$ cat config.mk
export PLATFORM = sky130hd
export DESIGN_NAME = cond_eval_unit_flat
export DESIGN_NICKNAME = d
export VERILOG_FILES = /design/src/rtl/cond_eval_unit_if.sv /design/src/rtl/cond_eval_unit.sv /design/src/flat_wrapper.sv
export SDC_FILE = /design/constraint.sdc
export NUM_CORES = 1
export LEC_CHECK = 0
export ABC_AREA = 1
export BUFFER_PORTS_ARGS = -buffer_cell sky130_fd_sc_hd__buf_2
export CAP_MARGIN = 0
export CORE_MARGIN = 4
export CORE_UTILIZATION = 55
export CTS_CLUSTER_SIZE = 10
export DETAILED_ROUTE_END_ITERATION = 7
export PLACE_DENSITY = 0.92
export SYNTH_ARGS = -nofsm -noshare
export SYNTH_HDL_FRONTEND = slang
export SYNTH_SLANG_ARGS = --single-unit
export TNS_END_PERCENT = 5
$ cat constraint.sdc
create_clock -name clk -period 2.88 [get_ports clk]
set_clock_uncertainty 0.2 [all_clocks]
set_input_delay 0.432 -clock clk [delete_from_list [all_inputs] [get_ports clk]]
set_output_delay 0.432 -clock clk [all_outputs]
set_load 0.02 [all_outputs]
$ cat src/rtl/cond_eval_unit_if.sv
// Query/result handshake bundle for cond_eval_unit.
//   q_valid/q_ready/q_code : per-channel condition query (code channel i in q_code[i])
//   r_valid/r_ready/r_cond : per-channel registered result
// master = query issuer / result consumer, slave = cond_eval_unit.
interface cond_eval_unit_if #(
  parameter int NUM_CH = 2
);
  logic [NUM_CH-1:0]      q_valid;
  logic [NUM_CH-1:0]      q_ready;
  logic [NUM_CH-1:0][3:0] q_code;
  logic [NUM_CH-1:0]      r_valid;
  logic [NUM_CH-1:0]      r_ready;
  logic [NUM_CH-1:0]      r_cond;

  modport master (output q_valid, q_code, r_ready, input q_ready, r_valid, r_cond);
  modport slave  (input q_valid, q_code, r_ready, output q_ready, r_valid, r_cond);
endinterface

$ cat src/rtl/cond_eval_unit.sv
// Multi-channel ARM-style condition evaluator with NZCV flag register,
// one-deep shadow (save/restore), registered per-channel results and
// saturating per-channel taken counters.
// Ports:
//   clk, reset            : clock, synchronous active-high reset
//   flag_we/flag_in       : write new {N,Z,C,V}
//   flag_save/restore     : flags -> shadow / shadow -> flags
//   flags                 : current flag register
//   bus (slave)           : per-channel query/result handshake
//   cnt_clr               : zero all taken counters
//   taken_cnt[i]          : taken counter for channel i
// Build option: COND_BYPASS_EN forwards the flag register's next value to
// queries accepted in the same cycle; otherwise queries see registered flags.

module cond_eval_ch #(
  parameter int CNT_W = 16
) (
  input  logic             clk,
  input  logic             reset,
  input  logic [3:0]       f,
  input  logic             q_valid,
  input  logic [3:0]       q_code,
  output logic             q_ready,
  output logic             r_valid,
  input  logic             r_ready,
  output logic             r_cond,
  input  logic             cnt_clr,
  output logic [CNT_W-1:0] cnt
);
  logic n, z, c, v, hit, acc;

  assign {n, z, c, v} = f;

  always_comb begin
    hit = 1'b0;
    unique case (q_code)
      4'h0: hit = z;
      4'h1: hit = !z;
      4'h2: hit = c;
      4'h3: hit = !c;
      4'h4: hit = n;
      4'h5: hit = !n;
      4'h6: hit = v;
      4'h7: hit = !v;
      4'h8: hit = c & !z;
      4'h9: hit = !c | z;
      4'hA: hit = (n == v);
      4'hB: hit = (n != v);
      4'hC: hit = !z & (n == v);
      4'hD: hit = z | (n != v);
      4'hE: hit = 1'b1;
      4'hF: hit = 1'b0;
      default: hit = 1'b0;
    endcase
  end

  assign q_ready = !r_valid | r_ready;
  assign acc     = q_valid & q_ready;

  always_ff @(posedge clk) begin
    if (reset) begin
      r_valid <= 1'b0;
      r_cond  <= 1'b0;
    end else if (acc) begin
      r_valid <= 1'b1;
      r_cond  <= hit;
    end else if (r_ready) begin
      r_valid <= 1'b0;
    end
  end

  always_ff @(posedge clk) begin
    if (reset || cnt_clr)
      cnt <= '0;
    else if (acc && hit && (cnt != {CNT_W{1'b1}}))
      cnt <= cnt + 1'b1;
  end
endmodule

module cond_eval_unit #(
  parameter int NUM_CH = 2,
  parameter int CNT_W  = 16
) (
  input  logic                         clk,
  input  logic                         reset,
  input  logic                         flag_we,
  input  logic [3:0]                   flag_in,
  input  logic                         flag_save,
  input  logic                         flag_restore,
  output logic [3:0]                   flags,
  cond_eval_unit_if.slave              bus,
  input  logic                         cnt_clr,
  output logic [NUM_CH-1:0][CNT_W-1:0] taken_cnt
);
  logic [3:0] shadow, flag_nxt, f_src;

  // restore wins over write
  always_comb begin
    flag_nxt = flags;
    if (flag_restore)  flag_nxt = shadow;
    else if (flag_we)  flag_nxt = flag_in;
  end

  always_ff @(posedge clk) begin
    if (reset) begin
      flags  <= 4'b0000;
      shadow <= 4'b0000;
    end else begin
      flags <= flag_nxt;
      if (flag_save) shadow <= flags;  // pre-update value
    end
  end

`ifdef COND_BYPASS_EN
  assign f_src = flag_nxt;
`else
  assign f_src = flags;
`endif

  for (genvar i = 0; i < NUM_CH; i++) begin : g_ch
    cond_eval_ch #(.CNT_W(CNT_W)) u_ch (
      .clk     (clk),
      .reset   (reset),
      .f       (f_src),
      .q_valid (bus.q_valid[i]),
      .q_code  (bus.q_code[i]),
      .q_ready (bus.q_ready[i]),
      .r_valid (bus.r_valid[i]),
      .r_ready (bus.r_ready[i]),
      .r_cond  (bus.r_cond[i]),
      .cnt_clr (cnt_clr),
      .cnt     (taken_cnt[i])
    );
  end
endmodule

$ cat src/flat_wrapper.sv
// flat-port wrapper written by rule: the top's interface ports become plain ports
module cond_eval_unit_flat 
#(
  parameter int NUM_CH = 2,
  parameter int CNT_W  = 16
)
  (clk, reset, flag_we, flag_in, flag_save, flag_restore, flags, cnt_clr, taken_cnt, bus_q_valid, bus_q_code, bus_r_ready, bus_q_ready, bus_r_valid, bus_r_cond);
  cond_eval_unit_if #(.NUM_CH(NUM_CH)) bus_i ();
  input  logic clk;
  input  logic reset;
  input  logic flag_we;
  input  logic [3:0] flag_in;
  input  logic flag_save;
  input  logic flag_restore;
  output logic [3:0] flags;
  input  logic cnt_clr;
  output logic [NUM_CH-1:0][CNT_W-1:0] taken_cnt;
  input wire logic [$bits(bus_i.q_valid)-1:0] bus_q_valid;
  input wire logic [$bits(bus_i.q_code)-1:0] bus_q_code;
  input wire logic [$bits(bus_i.r_ready)-1:0] bus_r_ready;
  output wire logic [$bits(bus_i.q_ready)-1:0] bus_q_ready;
  output wire logic [$bits(bus_i.r_valid)-1:0] bus_r_valid;
  output wire logic [$bits(bus_i.r_cond)-1:0] bus_r_cond;
  assign bus_i.q_valid = bus_q_valid;
  assign bus_i.q_code = bus_q_code;
  assign bus_i.r_ready = bus_r_ready;
  assign bus_q_ready = bus_i.q_ready;
  assign bus_r_valid = bus_i.r_valid;
  assign bus_r_cond = bus_i.r_cond;
  cond_eval_unit #(.NUM_CH(NUM_CH), .CNT_W(CNT_W)) u_core (.clk(clk), .reset(reset), .flag_we(flag_we), .flag_in(flag_in), .flag_save(flag_save), .flag_restore(flag_restore), .flags(flags), .bus(bus_i), .cnt_clr(cnt_clr), .taken_cnt(taken_cnt));
endmodule
Word level (Yosys, flattened, before mapping)
Cells that the tools add are included.
- bits of input ports: 22
- register bits after elaboration: 44
- output and inout port bits: 42
- word-level logic and storage cells: 76
- bitwise operators: 8
- add/sub/neg operators: 2
- reduce and logical (&&, ||, !) cells: 16
- mux-type cells: 8
- eq/ne operators: 34
- operators by type and width (kind ; count):
    == test 4 bit (second input constant) ; 16
    adder 16 x 1 -> 16 bit (second input constant) ; 2
    == test 4 x 3 -> 1 bit (second input constant) ; 8
    inequality test 16 bit (second input constant) ; 2
    one-hot mux 1 bit (16 select lines) ; 2
    == test 4 x 2 -> 1 bit (second input constant) ; 4
    == test 4 x 1 -> 1 bit (second input constant) ; 2
    logical NOT 4 bit ; 2
    two-way mux 4 bit ; 2
    logical NOT 1 bit ; 6
    nonzero test 2 bit ; 3
    bitwise AND 1 bit ; 4
    logical AND 1 bit ; 4
    two-way mux 1 bit ; 4
    OR 1 bit ; 4
    == test 1 bit ; 1
    logical OR 1 bit ; 1
    inequality test 1 bit ; 1

Longest topological paths before layout
Gate-level depths: netlist (run 1).
- depth after elaboration: 5
- mapped depth: 12
- gate-level depth less buffers: 12

By module
Synthesis (run 1) repeated with hierarchy kept, for this count alone.
- cell total of the unflattened synthesis: 435
- area, all modules: 3081.7 um^2
- by module, submodules not included (module ; instances ; area each (um^2) ; seq. area each (um^2) ; cells each):
    cond_eval_ch ; 2 ; 1353.8 ; 360.3 ; 193
    cond_eval_unit ; 1 ; 374.1 ; 160.2 ; 49

Least setup slack after synthesis (run 1)
No wires, ideal clock.
- path kind: flip-flop to flip-flop
- start point: reg u_core.g_ch[1].u_ch.cnt[1]
- end point: reg u_core.g_ch[1].u_ch.cnt[8]
- setup slack: 0.915 ns
- data required time: 2.610 ns
- clock period less this slack: 1.965 ns
- data arrival time: 1.695 ns
- cell stages (with the launch flop): 9
- path buffers: 1
- library setup time: 0.070 ns
- cell sequence: dfxtp_1 > ha_1 > nand2_1 > nor3_4 > nand4_4 > nand3_4 > buf_12 > nand2_2 > a21oi_2
- cells in the longest elaborated chain, start to end: 2
- elaborated cells between the ends (all ways): 3
- those cells by class: add/sub (1); eq/ne (1); reduce/logical (1)
- RTL lines (what ; line ; text):
    from (decl) ; cond_eval_unit.sv:28 ; output logic [CNT_W-1:0] cnt
    from (signal assigned) ; cond_eval_unit.sv:76 ; cnt <= cnt + 1'b1;
    parallel branches: the longest is 2 deep, another holds adder 16 x 1 -> 16 bit ; -- ;
Parallel ways; which one is timed is not known.
A chain may end at the register's enable or synchronous reset.

Worst setup path after layout (run 1)
- start point: reg u_core.g_ch[0].u_ch.cnt[0]
- end point: reg u_core.g_ch[0].u_ch.cnt[8]
- cells in the longest elaborated chain, start to end: 2
- elaborated cells between the ends (all ways): 3
- those cells by class: add/sub (1); eq/ne (1); reduce/logical (1)
- RTL lines (what ; line):
    from (decl) ; cond_eval_unit.sv:28
    from (signal assigned) ; cond_eval_unit.sv:76
    parallel branches: the longest is 2 deep, another holds adder 16 x 1 -> 16 bit ; --
Parallel ways; which one is timed is not known.

==> results.toml, run 1 <==
[logic_synthesis]
synth_top_area_cell = "dfxtp_1"
ys_seq_elements = 44
synth_seq_area_share_pct = 29.93
synth_cells = 441
syn_nets = 465
syn_area_per_cell_um2 = 6.673
synth_warnings = 0
synth_area_um2 = 2943
synth_cell_types = 33
synthTopCellsByArea = "dfxtp_1, nand2_1, nand4_1, nor2_1, nand3_1"
yosysTopAreaCellShare_pct = 29.93

[hold_path]
hp-start = "flag_we"
holdPathStages = 2
hold_path_class = "input pin to flop"
holdPathEnd = "u_core.flags[1]"

[timing]
worst_pin_slew_ns = 0.4622
whs_ns = 0.1570
drv_slew = 0
fmax_ghz = 0.4581
finalHoldViolations = 0
fin_crit_ns = 2.183
setup_viol = 0
period_share_pct = 75.79
tns_ns = 0
rsz0062_at_grt = "no"
fin_ws_ns = 0.6971
relSlewSlack_pct = 68.95

[cts]
cts_tree = "done"
cts-root-buf = "clkbuf_8"
cts_setup_buffers = 0
htree_num_levels = 2
postCtsHoldBufs = 0
cts.sinks = 44
max-clock-path-buffers = 2
ctsResizeCount = 0
cts_buffers = 5
clk_pin_slew_worst_paths_ns = 0.08
clk-insertion-delay-late_ns = 0.30

[routing]
wl_per_cell_um = 13.09
wl_mm = 7.409
num_vias = 3149
firstDrtPassIters = 5
drt.antenna.violating_nets = 0
drtIter0Drc = 179
drc_errors = 0
vias_per_cell = 5.564

[floorplan]
std_cell_rows = 26
die_height_um = 81.15
start_util_pct = 57.25
core_um2 = 5140
fp.dieArea_um2 = 6585
die_x_um = 81.15
io_pins = 64

[status]
status = "completed"

[placement]
placedCellCount = 558
dp_slack_ns = 0.7107
io_buffers = 63
gp_congestion = 0.8684
dp_hpwl_mm = 5.289

[layout]
nets = 519
drive_above_1_share_pct = 22.98
layout_common_cells = "nand2_1, buf_2, nor2_1, dfxtp_1, inv_1"
syn_to_final_growth_pct = 14.92
fillCellCount = 458
fin_cells = 566
finish.utilization_pct = 65.80
final_common_cell = "nand2_1"
diodes = 0

[power]
p_leak_nw = 1.465
peakVddDrop_uv = 229.5
p_per_area_nw_per_um2 = 441.9

[setup_path]
end_kind = "flop"
start_kind = "flop"
crit_required_ns = 2.90
worst-endpoint-arrival_ns = 2.20
timing.rr.end = "u_core.g_ch[0].u_ch.cnt[8]"
rr_startpoint = "u_core.g_ch[0].u_ch.cnt[0]"
r2r_cells = 7
worst-path-max-fanout = 14
regToRegSetupSlack_ns = 0.70
path_class = "flop to flop"

[global_routing]
grt_pass1_wl_mm = 12.32
track_usage_pct = 23.13
grt_pass1_vias = 2793
antenna_found_initial = 0
grt_remaining_overflow = 0
grt_max_degree = 19

[flow_run]
maxCapViolCount = 0
## worst max-delay path, stage by stage (launching register included)
cell and delay [ns]:
dfxtp_1 0.42, ha_1 0.26, nand2_1 0.15, nor2_2 0.14, nand3_2 0.28, nand3_2 0.36, nand2_1 0.12, a21oi_1 0.16
## stage by stage
| stage | power (mW) | instance area (µm²) |
|---|---|---|
| finish | 1.494 | 3382 |
| global route | 1.552 | 3382 |
| global placement | 0.8430 | 3223 |
| CTS | 1.500 | 3382 |
| detailed placement | 0.8498 | 3223 |
| floorplan | 0.8081 | 2943 |
## kinds of logic (layout without fill, tap and decap cells)
logic type	count (synthesis)	in the layout	share of synthesized area, %
xor+xnor	19	19	5.655
buf+inv	65	120	10.67
fa+ha+maj	2	2	0.8502
flops	44	44	29.93
simple gates	256	256	41.67
compound gates	55	55	11.22
## layer usage
layer | part of all wire (%) | global-route usage [%] | vias up
met4 | 1.5 | 7.264 | 0
met2 | 49 | 40.39 | 128
met1 | 42 | 28.52 | 1438
met5 | 0 | 0 | -
met3 | 7.7 | 4.545 | 15
li1 | - | - | 1568
## Yosys cell counts (all sizes together)
cell and number:
clkinv 2, nand2 117, o221ai 4, xnor2 6, o21ai 10, nand4 36, o21bai 2, ha 2
dfxtp 44, buf 15, or2 1, a21oi 38, nor3 9, inv 45, clkbuf 3, a31oi 1
nor2 55, nand3 38, xor2 13
## worst max-delay path by stage
| stage | to | startpoint | slack (ns) |
|---|---|---|---|
| 2_1_floorplan | u_core.g_ch[1].u_ch.cnt[8] | u_core.g_ch[1].u_ch.cnt[1] | 0.91 |
| 3_3_place_gp | u_core.g_ch[1].u_ch.cnt[0] | u_core.g_ch[1].u_ch.cnt[0] | 0.78 |
| 3_5_place_dp | u_core.g_ch[1].u_ch.cnt[4] | u_core.g_ch[1].u_ch.cnt[0] | 0.71 |
| 4_1_cts | u_core.g_ch[1].u_ch.cnt[4] | u_core.g_ch[1].u_ch.cnt[0] | 0.69 |
| 5_1_grt | u_core.g_ch[1].u_ch.cnt[0] | u_core.g_ch[1].u_ch.cnt[1] | 0.53 |
| 6_report | u_core.g_ch[0].u_ch.cnt[8] | u_core.g_ch[0].u_ch.cnt[0] | 0.70 |
## layout make-up
| cell class | instances | area [µm²] | area share [%] |
|---|---|---|---|
| Multi-Input combinational cell | 332 | 1748 | 51.68 |
| Sequential cell | 44 | 880.8 | 26.05 |
| Timing Repair Buffer | 65 | 330.3 | 9.767 |
| Inverter | 47 | 176.4 | 5.216 |
| Clock inverter | 3 | 90.09 | 2.664 |
| Tap cell | 70 | 87.58 | 2.590 |
| Clock buffer | 5 | 68.82 | 2.035 |
## state kept, by name, summed over array words and instances (netlist names)
signal,cells
u_core.flags,4
u_core.g_ch.u_ch.cnt,32
u_core.g_ch.u_ch.r_cond,2
u_core.g_ch.u_ch.r_valid,2
u_core.shadow,4
## power by group
part           switching [mW]  internal (mW)  leakage (nW)
Clock                   0.223          0.434        0.0784
Combinational           0.143         0.0585          1.03
Sequential             0.0144          0.622         0.357
(Power assumes the default switching activity.)
==> run 2, diff against run 1 <==
--- a/config.mk
+++ b/config.mk
@@ -9,10 +9,10 @@
 export BUFFER_PORTS_ARGS = -buffer_cell sky130_fd_sc_hd__buf_2
 export CAP_MARGIN = 0
 export CORE_MARGIN = 4
-export CORE_UTILIZATION = 55
+export CORE_UTILIZATION = 50
 export CTS_CLUSTER_SIZE = 10
 export DETAILED_ROUTE_END_ITERATION = 7
-export PLACE_DENSITY = 0.92
+export PLACE_DENSITY = 0.88
 export SYNTH_ARGS = -nofsm -noshare
 export SYNTH_HDL_FRONTEND = slang
 export SYNTH_SLANG_ARGS = --single-unit
==> constraint.sdc (replaced) <==
create_clock -name clk -period 1.8 [get_ports clk]
set_clock_uncertainty 0.2 [all_clocks]
set_input_delay 0.27 -clock clk [delete_from_list [all_inputs] [get_ports clk]]
set_output_delay 0.27 -clock clk [all_outputs]
set_load 0.02 [all_outputs]
==> run 2 against run 1 <==
Design area increased by 14%. Largest power group is now registers. Routed wire length increased by 12%. Hold slack worse by 0.15 ns. Final cell count grew 7.4%. Die area rose by 9.0%. Sequential share of layout area fell by 2.5 points. Highest routed layer unchanged. Combinational power rose by 120%.
==> results.toml, run 2 (synthesis results as in run 1) <==
[global_routing]
grt_remaining_overflow = 0
grt_max_degree = 17
grt_pass1_vias = 3131
antenna_found_initial = 0
track_usage_pct = 21.68
grt_pass1_wl_mm = 13.28

[cts]
cts_buffers = 5
clk_pin_slew_worst_paths_ns = 0.08
cts_tree = "done"
cts-root-buf = "clkbuf_8"
cts.sinks = 44
max-clock-path-buffers = 2
htree_num_levels = 2
postCtsHoldBufs = 0
clk-insertion-delay-late_ns = 0.30

[layout]
drive_above_1_share_pct = 35.45
final_common_cell = "nand2_1"
finish.utilization_pct = 68.54
largest_register_ffs = 32
reg_top3 = "u_core.g_ch.u_ch.cnt (32), u_core.flags (4), u_core.shadow (4)"
final_cell_area_um2 = 3844
seqCellArea_um2 = 904.6
diodes = 0
top_register = "u_core.g_ch.u_ch.cnt"
fillCellCount = 462
layout_common_cells = "nand2_1, buf_2, nor2_1, buf_4"
syn_to_final_growth_pct = 30.61
multi_input_area_um2 = 1907
nets = 559

[placement]
gp_congestion = 0.8983
io_buffers = 63
dp_hpwl_mm = 6.035
placed_cell_area_um2 = 3498

[setup_path]
end_kind = "flop"
slowest_stage = "dfxtp_4"
worst_path_most_repeated_cell = "nand2_2"
worst-path-max-fanout = 8
start_kind = "flop"
r2r_cells = 12
timing.rr.end = "u_core.g_ch[1].u_ch.cnt[13]"
path_class = "flop to flop"
crit_chain = "inv_2, nand2_2, nand2_2, inv_2, nand3_1, o21ai_1, nor2_1, nand2_4, nand3_4, buf_12, nand2_2, a21oi_2"
rr_startpoint = "u_core.flags[3]"
regToRegSetupSlack_ns = 0.02
worst-endpoint-arrival_ns = 1.81
cpPeakStageDelay_ns = 0.37
crit_required_ns = 1.83

[power]
clkPwrFrac_pct = 34.1
seqPwrFrac_pct = 46.1
p_per_area_nw_per_um2 = 570.6
p_leak_nw = 1.684
swShare_pct = 28.31
p_comb_share_pct = 19.8
peakVddDrop_uv = 487.9
power.internal_mw = 1.572
p_switching_uw = 620.9

[routing]
drtIter0Drc = 158
firstDrtPassIters = 5
wl_met3_um = 633
vias_per_cell = 5.515
wl_met1_mm = 3.441
wl_mm = 8.310
drt.antenna.violating_nets = 0
drc_errors = 0
highest_layer = "met4"
num_vias = 3353
wl_per_cell_um = 13.67
wl_met2_mm = 4.090

[timing]
drv_slew = 0
rsz0062_at_grt = "yes"
setup_viol = 0
fmax_ghz = 0.5603
relSlewSlack_pct = 79.93
period_share_pct = 99.16
worst_pin_slew_ns = 0.3006
tns_ns = 0
finalHoldViolations = 0
fin_crit_ns = 1.785

[hold_path]
holdPathStages = 2
hold_path_class = "input pin to flop"
holdPathEnd = "u_core.flags[1]"
hp-start = "flag_we"

[floorplan]
fp.dieArea_um2 = 7177
io_pins = 64
die_x_um = 84.72
start_util_pct = 52.48
core_um2 = 5608
std_cell_rows = 27
die_height_um = 84.72

[status]
status = "completed"

[flow_run]
maxCapViolCount = 0
-- run 2: cell count changes in the layout (fill, tap and decap cells not counted), sizes merged --
cell,change
buf,+39
bufinv,-2
nand3,+1
clkbuf,+2
-- run 2: stage by stage --
step,total power [mW],setup WS (ns),instances,hold slack (ns)
after floorplan,1.293,0.01346,441,0.1391
after global placement,1.393,0.04602,593,0.2608
after detailed placement,1.404,-0.03080,593,0.2672
after CTS,2.145,0.02337,601,0.0006768
after global routing,2.285,-0.06739,608,0.004483
final,2.193,0.01521,608,0.002240
-- run 2: worst max path at each step --
stage | startpoint | endpoint | slack [ns] | cells past startpoint
after floorplan | u_core.flags[2] | u_core.g_ch[1].u_ch.cnt[8] | 0.01 | 11
after global placement | bus_q_code[7] | u_core.g_ch[1].u_ch.cnt[0] | 0.05 | 10
after detailed placement | bus_q_code[3] | u_core.g_ch[0].u_ch.cnt[0] | -0.03 | 10
after CTS | u_core.g_ch[0].u_ch.cnt[0] | u_core.g_ch[0].u_ch.cnt[13] | 0.02 | 7
after global routing | u_core.g_ch[0].u_ch.cnt[5] | u_core.g_ch[0].u_ch.cnt[12] | -0.07 | 9
final | u_core.flags[3] | u_core.g_ch[1].u_ch.cnt[13] | 0.02 | 12
-- run 2: metal layers --
metal | GRT usage, % | up-vias
met5 | 0 | -
met1 | 27.32 | 1509
li1 | - | 1659
met4 | 8.058 | 0
met3 | 3.631 | 17
met2 | 36.94 | 168
-- run 2: cell type report --
cell class | count | share of cell area [%]
multi-input cells | 333 | 49.61
flip-flops and latches | 44 | 23.54
repair buffers | 104 | 17.15
inverters | 47 | 4.590
well taps | 72 | 2.344
clock buffers | 7 | 1.986
clock inverters | 1 | 0.7812
-- run 2: what timing repair did --
| item | 4_1_cts | 5_1_grt |
|---|---|---|
| pin swaps | 0 | 14 |
| resized for setup | 2 | 46 |
| cloned | 0 | 1 |
| setup endpoints to repair | 4 | 33 |
| buffers inserted | 0 | 6 |
-- run 2: critical path, delay by kind of cell, from the launching register on --
| kind | cells | cell delay [ns] |
|---|---|---|
| and+or+nand+nor | 7 | 0.72 |
| DFF | 1 | 0.37 |
| buffers and inverters | 3 | 0.26 |
| AOI/OAI and AO/OA | 2 | 0.17 |
-- run 2: power by group through the flow --
stage                     Combinational (mW)  Sequential (mW)  Clock [mW]
after floorplan                        0.250             1.04           0
after global placement                 0.360             1.03           0
after detailed placement               0.370             1.03           0
after CTS                              0.374             1.01       0.760
after global routing                   0.471             1.01       0.800
final                                  0.435             1.01       0.747
==> run 3, diff against run 2 <==
==> constraint.sdc (replaced) <==
create_clock -name clk -period 1.5 [get_ports clk]
set_clock_uncertainty 0.2 [all_clocks]
set_input_delay 0.225 -clock clk [delete_from_list [all_inputs] [get_ports clk]]
set_output_delay 0.225 -clock clk [all_outputs]
set_load 0.02 [all_outputs]
==> run 3 against run 2 <==
The flow now finishes with violations (setup timing). Final cell count is 8.4% higher. Via count is 12% higher. Register-to-register slack worse by 0.29 ns. Design area is 14% higher. Power is 26% higher. Utilization is 9.4 points higher. Critical path depth is 5 lower. Clock power is 25% higher. First-iteration DRC count is 110% higher. Setup slack worse by 0.29 ns. Flip-flop and latch count stayed put. Hold slack better by 0.0078 ns. Largest cell class unchanged. Largest power group unchanged. Highest routed layer unchanged.
==> results.toml, run 3 (synthesis results as in run 1) <==
[status]
status = "complete, but fails checks"
violations = "setup timing"

[global_routing]
grt_remaining_overflow = 0
grt_pass1_vias = 3475
antenna_found_initial = 0
track_usage_pct = 25.87
grt_max_degree = 18
grt_pass1_wl_mm = 15.70

[layout]
largest_register_ffs = 32
syn_to_final_growth_pct = 48.51
multi_input_area_um2 = 2001
reg_top3 = "u_core.g_ch.u_ch.cnt (32), u_core.flags (4), u_core.shadow (4)"
final_cell_area_um2 = 4370
fillCellCount = 365
diodes = 0
nets = 610
top_register = "u_core.g_ch.u_ch.cnt"
final_common_cell = "nand2_1"
layout_common_cells = "nand2_1, buf_4, buf_2, nor2_1"
seqCellArea_um2 = 908.4
drive_above_1_share_pct = 44.97

[cts]
htree_num_levels = 2
clk-insertion-delay-late_ns = 0.30
clk_pin_slew_worst_paths_ns = 0.10
cts_buffers = 5
max-clock-path-buffers = 2
cts-root-buf = "clkbuf_8"
cts.sinks = 44
cts_tree = "done"

[timing]
drv_slew = 0
fmax_ghz = 0.5630
fin_ws_ns = -0.2761
period_share_pct = 118.4
relSlewSlack_pct = 74.92
fin_crit_ns = 1.776
whs_ns = 0.01007
rsz0062_at_grt = "yes"
worst_pin_slew_ns = 0.3747
finalHoldViolations = 0
setup_viol = 35

[floorplan]
start_util_pct = 52.48
fp.dieArea_um2 = 7177
io_pins = 64
die_x_um = 84.72
std_cell_rows = 27
die_height_um = 84.72
core_um2 = 5608

[routing]
vias_per_cell = 5.687
num_vias = 3748
drc_errors = 0
drtIter0Drc = 330
firstDrtPassIters = 7
wl_mm = 10.31
drt.antenna.violating_nets = 0
wl_per_cell_um = 15.65

[setup_path]
start_kind = "flop"
worst-path-max-fanout = 3
crit_required_ns = 1.54
path_class = "flop to flop"
worst-endpoint-arrival_ns = 1.81
end_kind = "flop"

[hold_path]
hold_path_class = "input pin to flop"

[power]
p_per_area_nw_per_um2 = 632.6
peakVddDrop_uv = 457.1
power_mw = 2.765
p_leak_nw = 1.967

[placement]
io_buffers = 63
dp_slack_ns = -0.3389
gp_congestion = 0.9827
placed_cell_area_um2 = 3886
dp_hpwl_mm = 6.687

[flow_run]
maxCapViolCount = 0
## run 3: cell count changes in the layout (fill, tap and decap cells not counted), moves of 5 or more
cell,change
a21oi_1,-11
a21oi_2,+11
buf_4,+39
buf_6,+7
dfxtp_1,-5
dfxtp_2,+6
dlygate4sd3_1,+6
## run 3: per-stage QoR
stage	utilization, %	setup TNS (ns)	cells
2_1_floorplan	-	-6.853	441
3_3_place_gp	69.30	-6.308	641
3_5_place_dp	69.30	-8.724	641
4_1_cts	74.07	-6.405	657
5_1_grt	77.93	-10.38	659
6_report	77.93	-7.460	659
## run 3: metal layers
| metal | part of all wire, % | global-route usage [%] | wire [µm] | up-vias |
|---|---|---|---|---|
| met5 | 0 | 0 | 0 | - |
| met4 | 2.7 | 7.482 | 276 | 0 |
| met3 | 9.0 | 3.729 | 926 | 42 |
| met2 | 49 | 44.91 | 5090 | 224 |
| met1 | 39 | 33.17 | 4020 | 1728 |
| li1 | - | - | - | 1754 |
## run 3: final cells by class
type                            instances  share of cell area, %
Sequential cell                        44                  20.78
Clock buffer                            5                  1.575
Clock inverter                          3                 0.9734
Multi-Input combinational cell        333                  45.78
Inverter                               47                  4.094
Timing Repair Buffer                  155                  24.74
Tap cell                               72                  2.061
## run 3: final timing paths
path / startpoint / end / slack [ns] / cells after the start
setup / recovery: u_core.g_ch[0].u_ch.cnt[1] / u_core.g_ch[0].u_ch.cnt[8] / -0.28 / 7
hold / removal: flag_in[1] / u_core.flags[1] / 0.01 / 3
setup reg to reg: u_core.g_ch[0].u_ch.cnt[1] / u_core.g_ch[0].u_ch.cnt[8] / -0.28 / 7
hold reg to reg: u_core.g_ch[0].u_ch.r_cond / u_core.g_ch[0].u_ch.r_cond / 0.28 / 2
## run 3: power breakdown
part | switching, mW | total (mW) | internal [mW]
combinational | 0.370 | 0.611 | 0.240
sequential | 0.0261 | 1.22 | 1.19
clock | 0.443 | 0.937 | 0.494
total | 0.839 | 2.76 | 1.93
## run 3: repair_timing
| action | CTS | global route |
|---|---|---|
| hold endpoints to repair | 10 | 0 |
| resized for setup | 23 | 57 |
| setup endpoints to repair | 34 | 37 |
| hold buffers | 6 | 0 |
| pin swaps | 15 | 28 |
| cloned | 1 | 1 |
| buffers inserted | 1 | 1 |
## run 3: worst max-delay path: stages (launching register included)
cell and delay, ns:
dfxtp_2 0.36, ha_1 0.24, buf_4 0.14, nand3_1 0.10
nor3_1 0.20, xor2_1 0.19, nand4_1 0.13, a21oi_2 0.14
